[src/rtl/mskaes_32bits_key_loader_pkg.sv]
// -----------------------------------------------------------------------------
// mskaes_32bits_key_loader_pkg
// Shared AES definitions: key-size codes, the words-per-key lookup, the key
// column count and the loader FSM states. The key datapath's rcon mode decode
// uses the same key-size codes.
// -----------------------------------------------------------------------------
package mskaes_32bits_key_loader_pkg;

    // Number of 32-bit key columns held (enough for AES-256).
    localparam int N_COLS = 8;
    // Width of the word counter (addresses 0..N_COLS-1).
    localparam int CNT_W  = 3;

    typedef enum logic [1:0] {
        KS_128 = 2'b00,
        KS_192 = 2'b01,
        KS_256 = 2'b10,
        KS_RSV = 2'b11
    } key_size_e;

    typedef enum logic {
        ST_LOAD = 1'b0,
        ST_HOLD = 1'b1
    } ld_state_e;

    // The reserved code is handled as AES-128.
    function automatic key_size_e sanitize_size(input logic [1:0] code);
        key_size_e ks;
        ks = (code == KS_RSV) ? KS_128 : key_size_e'(code);
        return ks;
    endfunction

    // Number of 32-bit words that make up a key of the given size.
    function automatic logic [3:0] nwords_of(input key_size_e ks);
        logic [3:0] n;
        case (ks)
            KS_192:  n = 4'd6;
            KS_256:  n = 4'd8;
            default: n = 4'd4;
        endcase
        return n;
    endfunction

endpackage

[src/rtl/mskaes_32bits_key_loader_ctrl.sv]
// -----------------------------------------------------------------------------
// mskaes_32bits_key_loader_ctrl
// LOAD/HOLD FSM, 3-bit word counter and key-size latch of the key loader.
//   clk, rst     : clock, synchronous active-high reset
//   in_valid     : a key word is offered
//   in_key_size  : size code, only looked at for word 0
//   key_ready    : consumer takes the held key
//   in_ready     : registered, high in LOAD
//   key_valid    : registered, high in HOLD
//   key_size     : latched (sanitised) size code
//   size_err     : one-cycle pulse after a reserved code was sampled
//   col_we       : per-column write enable
//   col_zero     : per-column select of the zero sharing instead of the word
// -----------------------------------------------------------------------------
module mskaes_32bits_key_loader_ctrl
    import mskaes_32bits_key_loader_pkg::*;
(
    input  logic              clk,
    input  logic              rst,
    input  logic              in_valid,
    input  logic [1:0]        in_key_size,
    input  logic              key_ready,
    output logic              in_ready,
    output logic              key_valid,
    output logic [1:0]        key_size,
    output logic              size_err,
    output logic [N_COLS-1:0] col_we,
    output logic [N_COLS-1:0] col_zero
);

    ld_state_e        state_q,     state_d;
    logic [CNT_W-1:0] cnt_q,       cnt_d;
    key_size_e        key_size_q,  key_size_d;
    logic             in_ready_q,  in_ready_d;
    logic             key_valid_q, key_valid_d;
    logic             size_err_q,  size_err_d;

    logic             first;
    key_size_e        size_eff;
    logic [3:0]       nwords;

    // NOTE: every signal assigned here gets a default before any branch, so
    // no path leaves it unassigned and no latch is inferred.
    always_comb begin
        state_d     = state_q;
        cnt_d       = cnt_q;
        key_size_d  = key_size_q;
        in_ready_d  = in_ready_q;
        key_valid_d = key_valid_q;
        size_err_d  = 1'b0;
        col_we      = '0;
        col_zero    = '0;

        // Word 0 decides the key length; later words use the latched size.
        first    = (cnt_q == '0);
        size_eff = first ? sanitize_size(in_key_size) : key_size_q;
        nwords   = nwords_of(size_eff);

        case (state_q)
            ST_LOAD: begin
                if (in_valid) begin
                    if (first) begin
                        key_size_d = size_eff;
                        size_err_d = (in_key_size == KS_RSV);
                    end
                    // Word goes to column cnt; on word 0 every column past the
                    // key length is cleared in the same cycle so no stale shares
                    // from a longer previous key survive.
                    for (int k = 0; k < N_COLS; k++) begin
                        if (k == int'(cnt_q)) begin
                            col_we[k] = 1'b1;
                        end else if (first && (k >= int'(nwords))) begin
                            col_we[k]   = 1'b1;
                            col_zero[k] = 1'b1;
                        end
                    end
                    if ({1'b0, cnt_q} == (nwords - 4'd1)) begin
                        state_d     = ST_HOLD;
                        cnt_d       = '0;
                        in_ready_d  = 1'b0;
                        key_valid_d = 1'b1;
                    end else begin
                        cnt_d = cnt_q + 1'b1;
                    end
                end
            end
            ST_HOLD: begin
                if (key_ready) begin
                    state_d     = ST_LOAD;
                    in_ready_d  = 1'b1;
                    key_valid_d = 1'b0;
                end
            end
            default: begin
                state_d = ST_LOAD;
            end
        endcase
    end

    // NOTE: state is updated with non-blocking assignments only, so all flops
    // see the pre-edge values of each other regardless of statement order.
    always_ff @(posedge clk) begin
        if (rst) begin
            state_q     <= ST_LOAD;
            cnt_q       <= '0;
            key_size_q  <= KS_128;
            in_ready_q  <= 1'b1;
            key_valid_q <= 1'b0;
            size_err_q  <= 1'b0;
        end else begin
            state_q     <= state_d;
            cnt_q       <= cnt_d;
            key_size_q  <= key_size_d;
            in_ready_q  <= in_ready_d;
            key_valid_q <= key_valid_d;
            size_err_q  <= size_err_d;
        end
    end

    assign in_ready  = in_ready_q;
    assign key_valid = key_valid_q;
    assign key_size  = key_size_q;
    assign size_err  = size_err_q;

endmodule

[src/rtl/mskaes_32bits_key_loader_reg.sv]
// -----------------------------------------------------------------------------
// mskaes_32bits_key_loader_reg
// Masked enabled register: holds 'count' shared bits (count*d wires), loading
// in_data when en is high. Shares pass straight through; nothing combines them.
//   clk, rst  : clock, synchronous active-high reset (clears to all-zero shares)
//   en        : load enable
//   in_data   : shared input, count*d bits
//   out_data  : shared registered output, count*d bits
// -----------------------------------------------------------------------------
module mskaes_32bits_key_loader_reg #(
    parameter int count = 32,
    parameter int d     = 2
) (
    input  logic               clk,
    input  logic               rst,
    input  logic               en,
    input  logic [count*d-1:0] in_data,
    output logic [count*d-1:0] out_data
);

    logic [count*d-1:0] data_q;
    logic [count*d-1:0] data_d;

    always_comb begin
        data_d = en ? in_data : data_q;
    end

    // NOTE: key storage is reset on purpose: a cleared loader must never
    // expose a previous key's shares, so these flops are not left reset-free.
    always_ff @(posedge clk) begin
        if (rst) begin
            data_q <= '0;
        end else begin
            data_q <= data_d;
        end
    end

    assign out_data = data_q;

endmodule

[src/rtl/mskaes_32bits_key_loader.sv]
// -----------------------------------------------------------------------------
// mskaes_32bits_key_loader
// Assembles a d-share masked AES key (128/192/256 bit) from 32-bit shared
// words and holds it for the key datapath until it is consumed.
//   clk, rst     : clock, synchronous active-high reset
//   in_valid     : word present          in_ready  : word accepted this cycle
//   in_sh_word   : 32*d shared word, byte b at [8*d*b +: 8*d], shares
//                  interleaved per bit
//   in_key_size  : 00/01/10 = AES-128/192/256, 11 reserved (used as 00)
//   sh_key       : 256*d shared key, column k at [32*d*k +: 32*d]
//   key_size     : latched size code     key_valid : complete key held
//   key_ready    : consumer takes key    size_err  : reserved-code pulse
// -----------------------------------------------------------------------------
module mskaes_32bits_key_loader
    import mskaes_32bits_key_loader_pkg::*;
#(
    parameter int d = 2
) (
    input  logic             clk,
    input  logic             rst,
    input  logic             in_valid,
    output logic             in_ready,
    input  logic [32*d-1:0]  in_sh_word,
    input  logic [1:0]       in_key_size,
    output logic [256*d-1:0] sh_key,
    output logic [1:0]       key_size,
    output logic             key_valid,
    input  logic             key_ready,
    output logic             size_err
);

    localparam int W = 32 * d;

    logic [N_COLS-1:0] col_we;
    logic [N_COLS-1:0] col_zero;

    mskaes_32bits_key_loader_ctrl u_ctrl (
        .clk         (clk),
        .rst         (rst),
        .in_valid    (in_valid),
        .in_key_size (in_key_size),
        .key_ready   (key_ready),
        .in_ready    (in_ready),
        .key_valid   (key_valid),
        .key_size    (key_size),
        .size_err    (size_err),
        .col_we      (col_we),
        .col_zero    (col_zero)
    );

    // One masked register per key column. The zero constant is a valid
    // sharing of 0, selected share-wise; shares are never combined.
    for (genvar k = 0; k < N_COLS; k++) begin : g_col
        logic [W-1:0] col_in;

        assign col_in = col_zero[k] ? '0 : in_sh_word;

        mskaes_32bits_key_loader_reg #(
            .count (32),
            .d     (d)
        ) u_col_reg (
            .clk      (clk),
            .rst      (rst),
            .en       (col_we[k]),
            .in_data  (col_in),
            .out_data (sh_key[W*k +: W])
        );
    end

endmodule

[config.mk]
export PLATFORM = sky130hd
export DESIGN_NAME = mskaes_32bits_key_loader
export DESIGN_NICKNAME = d
export VERILOG_FILES = /design/src/rtl/mskaes_32bits_key_loader_pkg.sv /design/src/rtl/mskaes_32bits_key_loader_ctrl.sv /design/src/rtl/mskaes_32bits_key_loader_reg.sv /design/src/rtl/mskaes_32bits_key_loader.sv
export SDC_FILE = /design/constraint.sdc
export NUM_CORES = 1
export LEC_CHECK = 0
export BUFFER_PORTS_ARGS = -buffer_cell sky130_fd_sc_hd__buf_2
export CAP_MARGIN = 15
export CORE_UTILIZATION = 28
export DETAILED_ROUTE_END_ITERATION = 8
export GPL_ROUTABILITY_DRIVEN = 1
export GPL_TIMING_DRIVEN = 1
export PLACE_DENSITY = 0.56
export SETUP_SLACK_MARGIN = 0.05
export SKIP_LAST_GASP = 1
export SYNTH_ARGS = -nofsm -noshare
export SYNTH_HDL_FRONTEND = slang
export SYNTH_SLANG_ARGS = --single-unit
[constraint.sdc]
create_clock -name clk -period 2.4 [get_ports clk]
set_input_delay 0.48 -clock clk [delete_from_list [all_inputs] [get_ports clk]]
set_output_delay 0.48 -clock clk [all_outputs]
set_load 0.1 [all_outputs]
# Word level (Yosys, flattened, before mapping)
# Cells that the tools add are included.
totals:
  inputBits: 70
  regBits: 521
  output_inout_bits: 517
classes:
  n_mux: 52
  magnitude_cmp: 8
  reduce_logical: 14
  add_sub_neg: 2
  eq_ne: 14
  bitwise_logic: 3
ops:
  columns: ["operator", "n"]
  rows:
  - ["64-bit 2-to-1 mux", 8]
  - ["1-bit 2-to-1 mux", 33]
  - ["8-bit 2-to-1 mux", 4]
  - ["3-bit by 4-bit greater-or-equal comparator with 1-bit output (first input constant)", 4]
  - ["3-bit equality test (first input constant)", 4]
  - ["1-bit by 4-bit greater-or-equal comparator with 1-bit output (first input constant)", 2]
  - ["2-bit by 4-bit greater-or-equal comparator with 1-bit output (first input constant)", 2]
  - ["1-bit logical AND", 8]
  - ["4-bit case mux with 2 select lines", 1]
  - ["2-bit by 3-bit equality test with 1-bit output (first input constant)", 2]
  - ["3-bit zero test", 2]
  - ["1-bit case mux with 2 select lines", 3]
  - ["3-bit AND reduction", 2]
  - ["2-bit equality test (second input constant)", 2]
  - ["3-bit by 4-bit equality test with 1-bit output", 1]
  - ["2-bit 2-to-1 mux", 2]
  - ["2-bit != test (second input constant)", 2]
  - ["4-bit OR reduction", 1]
  - ["4-bit by 1-bit subtractor with 4-bit output (second input constant)", 1]
  - ["3-bit by 1-bit adder with 3-bit output (second input constant)", 1]
  - ["1-bit by 3-bit equality test with 1-bit output (first input constant)", 1]
  - ["3-bit 2-to-1 mux", 1]
  - ["1-bit inverter", 3]
  - ["2-bit by 1-bit equality test with 1-bit output (second input constant)", 1]
  - ["2 further kinds", 2]

# Longest topological paths before layout
# Gate-level depths: netlist of the first run.
logic_depth:
  ltp_word: 12
  depth_mapped: 10
  mapped_depth_nobuf: 8

# By module
# A second synthesis of the first run with hierarchy kept.
hier_totals:
  cells_unflattened: 2301
  hier_area_um2: 22659.2
modules_own_cells:
  columns: ["mod", "instances", "seq_area_each_um2", "cells_each", "area_each_um2"]
  rows:
  - ["mskaes_32bits_key_loader_reg", 8, 1281.2, 206, 2290.9]
  - ["mskaes_32bits_key_loader", 1, 0.0, 568, 3618.5]
  - ["mskaes_32bits_key_loader_ctrl", 1, 180.2, 85, 713.2]

# Worst setup path before layout of the first run
# OpenSTA, ideal clock, no wires.
synth_path:
  kind: "register -> register"
  from: "register u_ctrl.cnt_q[0]"
  to: "register u_ctrl.in_ready_q, in the netlist u_ctrl.in_ready"
  arrival_ns: 2.521
  n_path_buf: 0
  stages_incl_launch_ff: 9
  slack_ns: -0.243
  setup_time_ns: 0.122
  path_cell_list: "dfxtp_1 > inv_1 > ha_1 > nand2_1 > mux2_2 > ha_1 > a21bo_2 > or4_1 > a221o_1"
synth_between:
  elab_chain_len: 8
synth_lines:
  columns: ["item", "line", "source"]
  rows:
  - ["start, declared", "mskaes_32bits_key_loader_ctrl.sv:32", "logic [CNT_W-1:0] cnt_q, cnt_d;"]
  - ["start signal, assigned", "mskaes_32bits_key_loader_ctrl.sv:112", "cnt_q <= cnt_d;"]
  - ["3-bit zero test *", "mskaes_32bits_key_loader_ctrl.sv:55", "first = (cnt_q == '0);"]
  - ["2-bit 2-to-1 mux *", "mskaes_32bits_key_loader_ctrl.sv:56", "size_eff = first ? sanitize_size(in_key_size) : key_size_q;"]
  - ["via u_ctrl.size_eff[0]", "mskaes_32bits_key_loader_ctrl.sv:39", "key_size_e size_eff;"]
  - ["2-bit equality test or 2-bit by 1-bit equality test with 1-bit output (tied branches)", "mskaes_32bits_key_loader_pkg.sv:36", "case (ks)"]
  - ["4-bit case mux with 2 select lines *", "mskaes_32bits_key_loader_pkg.sv:36", null]
  - ["4-bit by 1-bit subtractor with 4-bit output *", "mskaes_32bits_key_loader_ctrl.sv:77", "if ({1'b0, cnt_q} == (nwords - 4'd1)) begin"]
  - ["3-bit by 4-bit equality test with 1-bit output *", "mskaes_32bits_key_loader_ctrl.sv:77", null]
  - ["2-bit by 1-bit != test with 1-bit output (no line) *", null, null]
  - ["3-bit AND reduction (no line) *", null, null]
  - ["end signal, assigned", "mskaes_32bits_key_loader_ctrl.sv:114", "in_ready_q <= in_ready_d;"]
  - ["end, declared", "mskaes_32bits_key_loader_ctrl.sv:34", "logic in_ready_q, in_ready_d;"]
# Mark *: on every way through the listed nets, which the timed path passes. The rest lies on a longest branch.
# A chain may end at the register's enable or synchronous reset.

# Final worst setup path of the first run
layout_path:
  from: "register u_ctrl.cnt_q[1]"
  to: "register u_ctrl.in_ready_q, in the netlist u_ctrl.in_ready"
# The elaborated chain is that of the path after synthesis.

==> impl_metrics.tcl, run 1 <==
set metrics [dict create \
    crit_path_max_fanout 4 \
    finalCriticalPeriod_ps 2330 \
    post_drt_via_cell_ratio 4.82 \
    die_x_microns 269 \
    rsz0062_at_grt "true" \
    ant_nets 0 \
    clkPwrFrac_pct 38.7 \
    cts.clk_slew.worst_paths_ps 60 \
    placed_cells 3689 \
    drc 0 \
    drv_slew 0 \
    comb_power_share_pct 21.2 \
    row_count 97 \
    setup_viol 0 \
    firstDrtPassIters 6 \
    seqPwrFrac_pct 40.1 \
    yosysTopAreaCell "dfxtp_1" \
    ys_top_cells_by_area "dfxtp_1 52%, nand2_1 8.7%, o41ai_1 5.7%" \
    synth-xor-area-share_pct 0.0878 \
    crit_required_ps 2890 \
    grt_pass1_vias 16700 \
    fin_nets 2893 \
    min_path_type "in2reg" \
    crit_path_start_kind "flip-flop" \
    end_kind "flip-flop" \
    ioPinCount 587 \
    outcome "finished clean" \
    dr_total_vias 18300 \
    place.gp.congestion 0.804 \
    grt_max_degree 69 \
    synth_cells 2273 \
    power.switching_w 0.00764 \
    overflow 0 \
    yosysUniqueCellTypes 47 \
    sw_frac_of_total_pct 33.6 \
    synthesis.area_sq_mm 0.0200 \
    area_growth_pct 32.9 \
    yosysWarnings 0 \
    synthAdderAreaFrac_pct 0.564 \
    synth_seq_cells 521 \
    wl_mm 76.6 \
    initialDrtViolationCount 1087 \
    drive_gt1_share_pct 28.5 \
    synthFlopType "dfxtp_1" \
    synth.top_cell.area_share_pct 52.3 \
    dpl.hpwl_mm 52.5 \
    fillerInstances 7152 \
    antenna_found_initial 1 \
    clock_latency_ps 600 \
    synth.net_count 2352 \
    setup_tns_ps 0 \
    synth_area_per_cell_sq_um 8.78 \
    final_cells 3797 \
    cts_buffers 57 \
    synth-compound-area-share_pct 20.6 \
    max-clock-path-buffers 3 \
    postSynth.asyncResetShare_pct 0 \
    p_leak_nw 11.1 \
    tightest_slew_ps 564 \
    hold_viol_final 0 \
    clock_sinks 521 \
    synth_top_family_by_area "compound AO/OA/AOI/OAI gates" \
    cts_tree "built" \
    die_area_sq_mm 0.0724 \
    muxShareOfSynthArea_pct 3.48 \
    skew_ps 10.0 \
    crit_type "reg2reg" \
    grt_pass1_wl_mm 109 \
    fp.dieH_microns 269 \
    wire_per_inst_microns 20.2 \
    finalCritPeriodShare_pct 97.1 \
    start_util_pct 28.4 \
    htreeDepth 2 \
    seq_area_frac_synth_pct 52.3 \
    synth_simple_gate_area_share_pct 13.4 \
    maxCapViolCount 0 \
    hold_buffers 0 \
    grt_usage_pct 19.8 \
    power.density_mw_per_mm2 857 \
    peakVddDrop_mv 0.522 \
    coreArea_sq_mm 0.0703 \
    crit_arrival_ps 2820 \
    io_buffers 586 \
    slew_headroom_pct 62.7 \
    p_int_w 0.0151 \
    cts-root-buf "clkbuf_16" \
    fmax_mhz 429 \
    synth_edf_count 0 \
]
-- final timing paths --
path                                                startpoint                        endpoint  cells past startpoint  slack (ps)
worst max-delay path                           u_ctrl.cnt_q[1]                 u_ctrl.in_ready                      8          70
worst min-delay path                            in_key_size[1]                 u_ctrl.size_err                      3         140
worst max register to register                 u_ctrl.cnt_q[1]                 u_ctrl.in_ready                      8          70
worst min register to register  g_col[0].u_col_reg.out_data[9]  g_col[0].u_col_reg.out_data[9]                      2         450
-- logic make-up (layout without fill, tap and decap cells) --
logic type	Yosys count	after routing
xor+xnor	2	2
fa+ha+maj	9	9
simple gates	616	616
compound gates	588	588
other cells	0	1
mux	69	69
flops	521	521
buf+inv	468	1051
-- worst max-delay path, cell delays in order, from the launching register on --
cell     delay, ps
dfxtp_2        320
inv_1           70
ha_4           180
nand2_4         90
mux2_4         320
ha_4           260
a21bo_2        230
or4_4          450
a221o_1        300
-- routing by layer --
layer | vias to the layer above | track usage (%) | part of all wire (%) | routed length, microns
li1 | 8880 | - | - | -
met1 | 8649 | 25.0 | 42 | 32200
met2 | 642 | 32.2 | 47 | 35800
met3 | 134 | 5.30 | 7.7 | 5920
met4 | 2 | 7.49 | 3.6 | 2740
met5 | - | 0 | 0.017 | 13
-- what timing repair did --
item,4_1_cts,5_1_grt
pin swaps,0,2
gates cloned,0,3
buffers inserted,0,3
endpoints found under the setup margin,2,203
gates resized for setup,2,11
hold endpoints to repair,0,0
-- cells in the final DEF, fill, tap and decap left out, types with 63 or more instances in the layout --
cell,Yosys,layout
a22o_1,64,64
a21oi_1,194,193
o41ai_1,129,125
nand3_1,65,65
inv_1,261,259
nor2b_1,67,67
mux2i_1,66,64
dfxtp_1,521,517
o21ai_0,64,63
o32ai_1,64,64
nand2_1,461,460
buf_2,35,585
-- power groups by stage --
stage	logic, W	registers (W)	clock network, W
after floorplan	0.00124	0.0114	0
after global placement	0.00474	0.00930	0
after detailed placement	0.00474	0.00930	0
after CTS	0.00476	0.00911	0.00899
after global routing	0.00502	0.00915	0.00936
final	0.00483	0.00912	0.00879
-- synthesized netlist by cell type, types with 9 or more instances --
library cell    n
buf_4          20
ha_1            9
o32ai_1        64
a22oi_1        61
nor2b_1        67
mux2i_1        66
nand3_1        65
nand2_1       461
clkbuf_1      123
dfxtp_1       521
buf_1          20
o21ai_0        64
inv_1         261
o41ai_1       129
a22o_1         64
a21oi_1       194
buf_2          35
-- registers in the layout, summed over array words and instances, names as in the netlist --
signal                    count
u_ctrl.in_ready               1
u_ctrl.size_err               1
u_ctrl.key_size               2
u_ctrl.state_q                1
g_col.u_col_reg.out_data    512
u_ctrl.cnt_q                  3
u_ctrl.key_valid              1
-- per-stage QoR --
| stage | instance area [sq um] | util, % | power, W | setup WS [ps] | hold slack [ps] |
|---|---|---|---|---|---|
| 2_1_floorplan | 20000 | - | 0.0127 | 66.6 | 507 |
| 3_3_place_gp | 24500 | 34.8 | 0.0140 | 19.7 | 439 |
| 3_5_place_dp | 24500 | 34.8 | 0.0140 | -17.6 | 443 |
| 4_1_cts | 26300 | 37.5 | 0.0229 | 58.5 | 99.2 |
| 5_1_grt | 26500 | 37.7 | 0.0235 | -0.384 | 130 |
| 6_report | 26500 | 37.7 | 0.0227 | 70.7 | 145 |
-- layout make-up --
cell class / count / area, sq um / area share (%)
Antenna cell: 1 / 2.50 / 0.00943
Multi-Input combinational cell: 1284 / 7790 / 29.4
Inverter: 264 / 992 / 3.74
Timing Repair Buffer: 686 / 4260 / 16.1
Clock buffer: 82 / 1670 / 6.31
Clock inverter: 19 / 188 / 0.708
Sequential cell: 521 / 10400 / 39.3
Tap cell: 940 / 1180 / 4.43
(Power assumes the default switching activity.)
==> run 2: changes to the inputs <==
Settings changed: PLACE_DENSITY 0.56 to 0.55.
Clock period 2.4 ns to 2.66 ns, I/O delays scaled along.
==> impl_metrics.tcl, run 2 (synthesized netlist as in run 1, its figures left out) <==
set metrics [dict create \
    cp_slowest_cell "or4_1" \
    crit_type "reg2reg" \
    cts_tree "built" \
    slew_headroom_pct 35.0 \
    drc 0 \
    firstDrtPassIters 5 \
    crit_arrival_ps 3040 \
    diodes 0 \
    setup_viol 0 \
    dr_wl_met2_mm 35.5 \
    cts_buffers 57 \
    grt_pass1_vias 16300 \
    grt_pass1_wl_mm 109 \
    cts-root-buf "clkbuf_16" \
    drv_slew 0 \
    htreeDepth 2 \
    row_count 97 \
    start_util_pct 28.4 \
    outcome "finished clean" \
    drive_gt1_share_pct 27.3 \
    hold_viol_final 0 \
    clock_sinks 521 \
    fmax_mhz 390 \
    regArea_sq_mm 0.0104 \
    antenna_found_initial 2 \
    largest_reg_flops 512 \
    wire_per_inst_microns 20.1 \
    slowest_delay_ps 460 \
    die_area_sq_mm 0.0724 \
    multiInputGateArea_sq_mm 0.00771 \
    min_path_type "in2reg" \
    ioPinCount 587 \
    end_kind "flip-flop" \
    hold_buffers 0 \
    finalCritPeriodShare_pct 96.3 \
    crit_path_start_kind "flip-flop" \
    area_growth_pct 30.5 \
    clock_latency_ps 610 \
    rsz0062_at_grt "true" \
    crit_required_ps 3140 \
    finalCriticalPeriod_ps 2560 \
    p_leak_nw 10.8 \
    initialDrtViolationCount 1253 \
    final_cells 3767 \
    place.gp.congestion 0.803 \
    overflow 0 \
    skew_ps 19.2 \
    fillerInstances 7225 \
    max-clock-path-buffers 3 \
    final_cell_mix "585 x buf_2, 521 x dfxtp_1, 460 x nand2_1" \
    fin_nets 2872 \
    crit_path_max_fanout 4 \
    dr_total_vias 18300 \
    peakVddDrop_mv 0.498 \
    wl_mm 75.8 \
    cp_cell_sequence "inv_1, ha_1, nand2_2, mux2_2, ha_1, a21bo_2, or4_1, a221o_1" \
    highest_layer "met5" \
    grt_usage_pct 19.7 \
    wl_met3_mm 5.40 \
    fp.dieH_microns 269 \
    fin_util_pct 37.1 \
    io_buffers 586 \
    m1WireLength_mm 33.1 \
    power.density_mw_per_mm2 780 \
    tightest_slew_ps 975 \
    cts.clk_slew.worst_paths_ps 60 \
    placed_cells 3671 \
    cp_common_cell "ha_1" \
    coreArea_sq_mm 0.0703 \
    maxCapViolCount 0 \
    ant_nets 0 \
    post_drt_via_cell_ratio 4.84 \
    grt_max_degree 69 \
    final_common_cell "buf_2" \
    dpl.hpwl_mm 51.7 \
    die_x_microns 269 \
]
==> run 2: final cells by class <==
| class | count | area share [%] |
|---|---|---|
| multi-input cells | 1284 | 29.6 |
| clock buffers | 80 | 6.31 |
| repair buffers | 665 | 15.0 |
| clock inverters | 13 | 0.682 |
| inverters | 264 | 3.81 |
| flip-flops and latches | 521 | 40.1 |
| well taps | 940 | 4.52 |
==> run 2: where the power goes <==
part           total (W)  switching (W)  internal, W
clock network    0.00789        0.00326      0.00463
logic            0.00418        0.00339     0.000789
registers        0.00823       0.000147      0.00808
==> run 2: final timing paths <==
check | cells after the start | slack (ps) | from | to
setup / recovery | 8 | 100 | u_ctrl.cnt_q[0] | u_ctrl.in_ready
hold / removal | 3 | 180 | in_key_size[1] | u_ctrl.size_err
setup reg to reg | 8 | 100 | u_ctrl.cnt_q[0] | u_ctrl.in_ready
hold reg to reg | 2 | 450 | g_col[6].u_col_reg.out_data[10] | g_col[6].u_col_reg.out_data[10]
==> run 2: timing repair <==
item,4_1_cts,5_1_grt
setup endpoints to repair,0,65
buffers inserted,0,2
gates resized for setup,0,2
==> run 2: per-layer routing <==
metal / global-route usage (%) / up-vias
li1: - / 8802
met1: 25.6 / 8707
met2: 32.4 / 629
met3: 4.47 / 110
met4: 5.57 / 2
met5: 0 / -
==> run 2: through the flow <==
stage	instance area, sq um	setup WS, ps	power [W]	TNS, ps	hold slack, ps
after floorplan	20000	57.1	0.0114	0	548
after global placement	24200	-0.765	0.0125	-0.765	439
after detailed placement	24200	-8.16	0.0125	-12.8	444
after CTS	26000	85.5	0.0205	0	135
after global routing	26000	-0.847	0.0210	-1.16	162
final	26000	97.9	0.0203	0	179
==> run 2: critical path, delay by kind of cell, from the launching register on <==
kind / cells / cell delay (ps)
DFF: 1 / 340
AOI/OAI and AO/OA: 2 / 540
adders and majority gates: 2 / 560
and+or+nand+nor: 2 / 600
buffers and inverters: 1 / 60
muxes: 1 / 350
